===== src/rtl/btn_if.sv =====
// Button conditioning bundle: raw pin in, debounced level and edge pulses out.
// master = the debouncer, slave = the raw-pin source / pulse consumer.
interface btn_if;
    logic btn_in;
    logic btn_level;
    logic press_pulse;
    logic release_pulse;

    modport master (
        input  btn_in,
        output btn_level,
        output press_pulse,
        output release_pulse
    );

    modport slave (
        output btn_in,
        input  btn_level,
        input  press_pulse,
        input  release_pulse
    );
endinterface


===== src/rtl/btn_debounce.sv =====
// Push-button conditioner: 2-flop synchronizer, counter-based debounce FSM,
// registered level/press/release outputs and optional auto-repeat while held.
module btn_debounce #(
    parameter int unsigned DEBOUNCE_CYCLES = 270000,
    parameter int unsigned BTN_ACTIVE_LOW  = 1,
    parameter int unsigned REPEAT_EN       = 0,
    parameter int unsigned HOLD_CYCLES     = 13500000,
    parameter int unsigned REPEAT_CYCLES   = 5400000
) (
    input logic  clk,
    input logic  rst_n,
    btn_if.master bus
);
    localparam int unsigned CNT_W    = $clog2(DEBOUNCE_CYCLES);
    localparam int unsigned HOLD_MAX = (HOLD_CYCLES > REPEAT_CYCLES) ? HOLD_CYCLES : REPEAT_CYCLES;
    localparam int unsigned HOLD_W   = $clog2(HOLD_MAX);
    localparam logic        INACTIVE = (BTN_ACTIVE_LOW != 0);

    localparam logic [CNT_W-1:0]  DB_LAST   = CNT_W'(DEBOUNCE_CYCLES - 1);
    localparam logic [HOLD_W-1:0] HOLD_LAST = HOLD_W'(HOLD_CYCLES - 1);
    localparam logic [HOLD_W-1:0] REP_LAST  = HOLD_W'(REPEAT_CYCLES - 1);

    typedef enum logic [1:0] {
        IDLE,
        PRESS_WAIT,
        PRESSED,
        RELEASE_WAIT
    } state_t;

    state_t            state;
    logic              sync1, sync2;
    logic              btn_s;
    logic [CNT_W-1:0]  cnt;
    logic [HOLD_W-1:0] hold;
    logic              rpt_phase;
    logic              level_q, press_q, rel_q;

    // Flops reset to the idle pin level so a held button is seen as a fresh press
    always_ff @(posedge clk or negedge rst_n) begin
        if (!rst_n) begin
            sync1 <= INACTIVE;
            sync2 <= INACTIVE;
        end else begin
            sync1 <= bus.btn_in;
            sync2 <= sync1;
        end
    end

    assign btn_s = sync2 ^ INACTIVE;

    always_ff @(posedge clk or negedge rst_n) begin
        if (!rst_n) begin
            state     <= IDLE;
            cnt       <= '0;
            hold      <= '0;
            rpt_phase <= 1'b0;
            level_q   <= 1'b0;
            press_q   <= 1'b0;
            rel_q     <= 1'b0;
        end else begin
            press_q <= 1'b0;
            rel_q   <= 1'b0;
            case (state)
                IDLE: begin
                    if (btn_s) begin
                        state <= PRESS_WAIT;
                        cnt   <= '0;
                    end
                end
                PRESS_WAIT: begin
                    if (!btn_s) begin
                        state <= IDLE;
                    end else if (cnt == DB_LAST) begin
                        state     <= PRESSED;
                        press_q   <= 1'b1;
                        level_q   <= 1'b1;
                        hold      <= '0;
                        rpt_phase <= 1'b0;
                    end else begin
                        cnt <= cnt + 1'b1;
                    end
                end
                PRESSED: begin
                    if (!btn_s) begin
                        state <= RELEASE_WAIT;
                        cnt   <= '0;
                    end else if (REPEAT_EN != 0) begin
                        // First repeat waits HOLD_CYCLES, later ones REPEAT_CYCLES
                        if (hold == (rpt_phase ? REP_LAST : HOLD_LAST)) begin
                            press_q   <= 1'b1;
                            hold      <= '0;
                            rpt_phase <= 1'b1;
                        end else begin
                            hold <= hold + 1'b1;
                        end
                    end
                end
                RELEASE_WAIT: begin
                    if (btn_s) begin
                        state <= PRESSED;
                    end else if (cnt == DB_LAST) begin
                        state     <= IDLE;
                        rel_q     <= 1'b1;
                        level_q   <= 1'b0;
                        hold      <= '0;
                        rpt_phase <= 1'b0;
                    end else begin
                        cnt <= cnt + 1'b1;
                    end
                end
                default: state <= IDLE;
            endcase
        end
    end

    assign bus.btn_level     = level_q;
    assign bus.press_pulse   = press_q;
    assign bus.release_pulse = rel_q;
endmodule

===== src/flat_wrapper.sv =====
// flat-port wrapper written by rule: the top's interface ports become plain ports
module btn_debounce_flat 
#(
    parameter int unsigned DEBOUNCE_CYCLES = 270000,
    parameter int unsigned BTN_ACTIVE_LOW  = 1,
    parameter int unsigned REPEAT_EN       = 0,
    parameter int unsigned HOLD_CYCLES     = 13500000,
    parameter int unsigned REPEAT_CYCLES   = 5400000
)
  (clk, rst_n, bus_btn_in, bus_btn_level, bus_press_pulse, bus_release_pulse);
  btn_if bus_i ();
  input logic clk;
  input logic rst_n;
  input wire logic [$bits(bus_i.btn_in)-1:0] bus_btn_in;
  output wire logic [$bits(bus_i.btn_level)-1:0] bus_btn_level;
  output wire logic [$bits(bus_i.press_pulse)-1:0] bus_press_pulse;
  output wire logic [$bits(bus_i.release_pulse)-1:0] bus_release_pulse;
  assign bus_i.btn_in = bus_btn_in;
  assign bus_btn_level = bus_i.btn_level;
  assign bus_press_pulse = bus_i.press_pulse;
  assign bus_release_pulse = bus_i.release_pulse;
  btn_debounce #(.DEBOUNCE_CYCLES(DEBOUNCE_CYCLES), .BTN_ACTIVE_LOW(BTN_ACTIVE_LOW), .REPEAT_EN(REPEAT_EN), .HOLD_CYCLES(HOLD_CYCLES), .REPEAT_CYCLES(REPEAT_CYCLES)) u_core (.clk(clk), .rst_n(rst_n), .bus(bus_i));
endmodule

===== config.mk =====
export PLATFORM = sky130hd
export DESIGN_NAME = btn_debounce_flat
export DESIGN_NICKNAME = d
export VERILOG_FILES = /design/src/rtl/btn_if.sv /design/src/rtl/btn_debounce.sv /design/src/flat_wrapper.sv
export SDC_FILE = /design/constraint.sdc
export NUM_CORES = 1
export LEC_CHECK = 0
export ABC_AREA = 1
export CORE_MARGIN = 5
export CORE_UTILIZATION = 60
export CTS_BUF_LIST = sky130_fd_sc_hd__clkbuf_16
export CTS_CLUSTER_DIAMETER = 60
export DETAILED_ROUTE_END_ITERATION = 7
export PLACE_DENSITY = 0.79
export SYNTH_ARGS = -nofsm -noshare
export SYNTH_HDL_FRONTEND = slang
export SYNTH_SLANG_ARGS = --single-unit
export TNS_END_PERCENT = 50

===== constraint.sdc =====
create_clock -name clk -period 3 [get_ports clk]
set_clock_uncertainty 0.05 [all_clocks]
set_input_delay 0.9 -clock clk [delete_from_list [all_inputs] [get_ports clk]]
set_output_delay 0.9 -clock clk [all_outputs]
set_load 0.01 [all_outputs]

=== Word-level counts from Yosys, hierarchy flattened ===
Index checks and enable logic that the tools add are counted.

* Add/subtract/negate cells: 1
* Equality and inequality tests: 12
* Mux-type cells: 23
* Reductions and logical operators: 5

{| class="wikitable"
|+ Operator list
! operator !! number
|-
| $mux W19 || 5
|-
| $pmux W19 S4 || 1
|-
| $add A19 B1 Y19 const B || 1
|-
| $eq A19 B19 Y1 const B || 1
|-
| $mux W2 || 6
|-
| $mux W1 || 9
|-
| $ne A2 B1 Y1 const B || 4
|-
| $pmux W2 S4 || 1
|-
| $reduce_and A4 Y1 || 2
|-
| $reduce_and A5 Y1 || 1
|-
| $eq A2 B2 Y1 const B || 2
|-
| $ne A2 B2 Y1 const B || 2
|-
| $ne A3 B1 Y1 const B || 1
|-
| $ne A3 B3 Y1 const B || 1
|-
| $eq A2 B1 Y1 const B || 1
|-
| $logic_not A2 Y1 || 1
|-
| $pmux W1 S2 || 1
|-
| $reduce_bool A2 Y1 || 1
|}

* Register bits after elaboration: 26
* Output and inout bits: 3

=== Longest topological paths before layout ===
* Depth after elaboration: 4
* Gate-level depth with buffers: 10

=== Worst setup path before layout ===
Ideal clock, no wire load.

* Path type: register -> register
* Start point: register u_core.cnt[0]
* End point: register u_core.cnt[2]
* Setup time: 122 ps
* Arrival time: 1286 ps
* Slack: 1542 ps
* Cell stages (with the launch flop): 8
* Buffers on the path: 1
* Period minus slack after synthesis: 1458 ps
* Cell sequence: dfrtp_1 > ha_1 > nand3_1 > nor2_1 > nand3_1 > nand3_2 > buf_4 > o21ai_2

* Word-level cells in the longest chain between the ends: 4

{| class="wikitable"
|+ RTL lines
! what !! line !! source
|-
| start, declared || btn_debounce.sv:33 || <nowiki>logic [CNT_W-1:0] cnt;</nowiki>
|-
| start signal, assigned || btn_debounce.sv:80 || <nowiki>cnt <= cnt + 1'b1;</nowiki>
|-
| start signal, assigned || btn_debounce.sv:108 || <nowiki>cnt <= cnt + 1'b1;</nowiki>
|-
| $add A19 B1 Y19 or $eq A19 B19 Y1 (tied branches) || -- ||
|-
| $mux W19 (*) || btn_debounce.sv:73, btn_debounce.sv:101 ||
|-
| $mux W19 (on tied branches) || btn_debounce.sv:99, btn_debounce.sv:71 ||
|-
| $pmux W19 S4 (*) || btn_debounce.sv:63 || <nowiki>case (state)</nowiki>
|}

Mark *: on every way between the ends. The rest lies on a longest branch, timed or not. The select of a mux whose other input is x is not followed.
A chain may end at the register's enable or synchronous reset.

=== Worst setup path in the final report ===
* Start point: register u_core.level_q (netlist: u_core.bus.btn_level)
* End point: output port bus_btn_level

{| class="wikitable"
|+ RTL lines
! what !! line !! source
|-
| start, declared || btn_debounce.sv:36 || <nowiki>logic level_q, press_q, rel_q;</nowiki>
|-
| start signal, assigned || btn_debounce.sv:57 || <nowiki>level_q <= 1'b0;</nowiki>
|-
| start signal, assigned || btn_debounce.sv:76 || <nowiki>level_q <= 1'b1;</nowiki>
|-
| start signal, assigned || btn_debounce.sv:104 || <nowiki>level_q <= 1'b0;</nowiki>
|-
| end, declared || flat_wrapper.sv:15 || <nowiki>output wire logic [$bits(bus_i.btn_level)-1:0] bus_btn_level;</nowiki>
|}

No word-level cell between the ends.

==> impl_results.md <==
- Clock slew at reported path FFs: 0.06 ns
- Synth Area in Compound Gates: 0.09801
- Detail Route Antenna Nets: 0
- Synthesized Nets: 205
- Least-Margin Pin Slew: 0.4870 ns
- H-tree levels: 1
- I/O pins: 6
- Num rows: 18
- Final Slew Violations: 0
- RR Endpoint: u_core.cnt[9]
- Antenna violations before repair: 0
- Met3 wire length: 212 µm
- Avg Synthesized Cell Area: 7.495 µm²
- Max_slew headroom: 0.6750
- Synth Register Bits: 26
- Post-synthesis mux area share: 0
- Hold-critical path endpoint: u_core.sync2
- Worst Path Class, Setup: register to output pin
- Hold Path Depth: 0
- Fmax: 479.1 MHz
- Post-DP HPWL: 2.236 mm
- CTS sink count: 26
- Worst-path maximum fanout: 2
- Highest routed layer: met4
- Post-CTS setup buffer count: 0
- Peak supply drop: 0.0003905 V
- CTS buffer count: 3
- ANT cells: 0
- DR WL/cell: 12.82 µm
- Post-CTS Hold Fix Bufs: 0
- Die Ht: 60.11 µm
- Worst-Skew Late Latency: 0.26 ns
- Reg2reg start: u_core.cnt[0]
- Filler cells: 187
- Combinational family with the most area after synthesis: simple AND/OR/NAND/NOR gates
- RSZ-0062 raised after global routing: no
- Routed met1 length: 1.261 mm
- Post-Synth Simple-Gate Area: 0.3322
- Die W: 60.11 µm
- Sequential fraction of the synthesis area: 0.4336
- Total GRT Usage: 0.1988
- Synthesized cell area: 1506 µm²
- Post-Syn Instances: 201
- Worst R2R Path Depth: 6
- Critical-path top delay cell: clkdlybuf4s50_1
- Status: complete, no violations
- Final number of setup-violating endpoints: 0
- Placement Cell Area: 1572 µm²
- DR pass1 iterations: 4
- Leak pwr: 0.7006 nW
- Critical Path AT: 1.14 ns
- Post-CTS resize count: 0
- Synth Area in XOR/XNOR: 0.05814
- # nets final: 213
- Startpoint Class: register
- Power per cell area: 467.5 nW/µm²
- Final Hold Vio Count: 0
- First-pass GRT wire length: 5.368 mm
- Adder-cell share of the synthesized area: 0.008306
- Layout area overhead: 11.30%
- Worst R2R Setup Slack: 1.09 ns
- Starting density of the core: 0.6193
- Final non-filler cell area: 1677 µm²
- Met2 wire length: 1.506 mm
- Hold Path Class: register to register
- Starting DRT DRC Count: 76
- Overflow after GRT: 0
- Synth warn: 0
- CP bufs+invs: 1
- CORE AREA: 2432 µm²
- TritonCTS clock tree: done
- Commonest non-fill, non-tap cell in the layout: nand2_1
- Max cap viols: 0
- Placed cells: 234
- Crit-path leading delay family: buffers and inverters
- Via count: 1,295
- Clock period minus worst slack: 2.087 ns
- Crit. End Element: output pin
- Total wire length: 3.052 mm
- Most frequent cells in the layout: nand2_1, nor2_1, dfrtp_1
- PortBufs: 5
- Die ar.: 3613 µm²
- Final worst-path cycle share: 0.6957
- Critical Path Max Stage Delay: 0.53 ns
- Critical Path RT: 2.05 ns
- Unique cell type count in the Yosys netlist: 21
- Largest net degree at the start of global routing: 27
- Vias/cell: 5.441
- Root Buffer Master: clkbuf_16
- Post-route insts no fill: 238
- Share of cells above drive strength 1: 0.1058
- Final Wtd Congestion: 0.9184
- Min-delay src: u_core.sync1
- Vias in the first global route: 1,249
- Fin Setup TNS: 0 ns
- Clock Path Buffers: 2
- Cell Chain, Critical Path: clkdlybuf4s50_1
- DRC viols: 0
==> final cells by class <==
class / instances / area (µm²) / area share
Clock buffer: 3 / 75.07 / 0.04478
Clock inverter: 1 / 30.03 / 0.01791
Inverter: 20 / 75.07 / 0.04478
Multi-Input combinational cell: 152 / 748.2 / 0.4463
Sequential cell: 26 / 653.1 / 0.3896
Tap cell: 30 / 37.54 / 0.02239
Timing Repair Buffer: 6 / 57.56 / 0.03433
==> state kept, by name, indices dropped and copies added (netlist names), named ones only <==
name,cells
u_core.bus.btn_level,1
u_core.cnt,19
u_core.bus.press_pulse,1
u_core.sync1,1
u_core.bus.release_pulse,1
u_core.sync2,1
u_core.state,1
==> per-layer routing <==
layer  up-vias  track usage
li1        645            -
met1       593       0.2412
met2        48       0.3318
met3         9      0.04536
met4         0      0.09177
met5         -            0
==> worst register-to-register path: cells and delay by family, from the launching register on <==
kind	cells	cell delay [ns]
adder cells (fa/ha/maj)	1	0.25
AND/OR/NAND/NOR	4	0.71
flip-flops	1	0.42
AO/OA/AOI/OAI	1	0.38
==> metrics by stage <==
stage	utilization	worst slack, ns	power (mW)	hold slack, ns
floorplan	-	1.542	0.3929	0.2952
global placement	0.6461	1.205	0.4043	0.2961
detailed placement	0.6461	1.140	0.4060	0.2999
CTS	0.6893	0.9033	0.7881	0.3094
global route	0.6893	0.8763	0.8105	0.3155
finish	0.6893	0.9129	0.7838	0.3074
==> Yosys cell counts (all sizes together) <==
master  number  share of area
nor2        29          0.076
nand2       70           0.18
dfstp        2          0.035
dfrtp       24           0.40
inv         20          0.050
o21ai       22          0.098
nor3         2         0.0066
and2         1         0.0042
xor2         8          0.047
nand4        4          0.017
ha           1         0.0083
buf          3          0.020
nand3       11          0.043
xnor2        2          0.012
nand3b       2          0.010
==> power breakdown <==
part | internal, mW | switching [mW] | total, mW
sequential | 0.359 | 0.00702 | 0.366
combinational | 0.0106 | 0.0225 | 0.0331
clock | 0.266 | 0.120 | 0.385
total | 0.635 | 0.149 | 0.784
==> kinds of logic (layout without fill, tap and decap cells) <==
kind of cell	Yosys count	after routing
xor+xnor	10	10
simple gates	119	119
fa+ha+maj	1	1
compound gates	22	22
buf+inv	23	30
flops	26	26
==> how the worst max path moves through the flow <==
stage	startpoint	end	slack (ns)	cells after the start
after CTS	u_core.bus.btn_level	bus_btn_level	0.90	1
after floorplan	u_core.cnt[0]	u_core.cnt[2]	1.54	7
after detailed placement	u_core.cnt[0]	u_core.cnt[9]	1.14	6
final	u_core.bus.btn_level	bus_btn_level	0.91	1
after global routing	u_core.bus.btn_level	bus_btn_level	0.88	1
after global placement	u_core.bus.btn_level	bus_btn_level	1.20	1
Note: power is estimated with default switching activity, not from simulation.
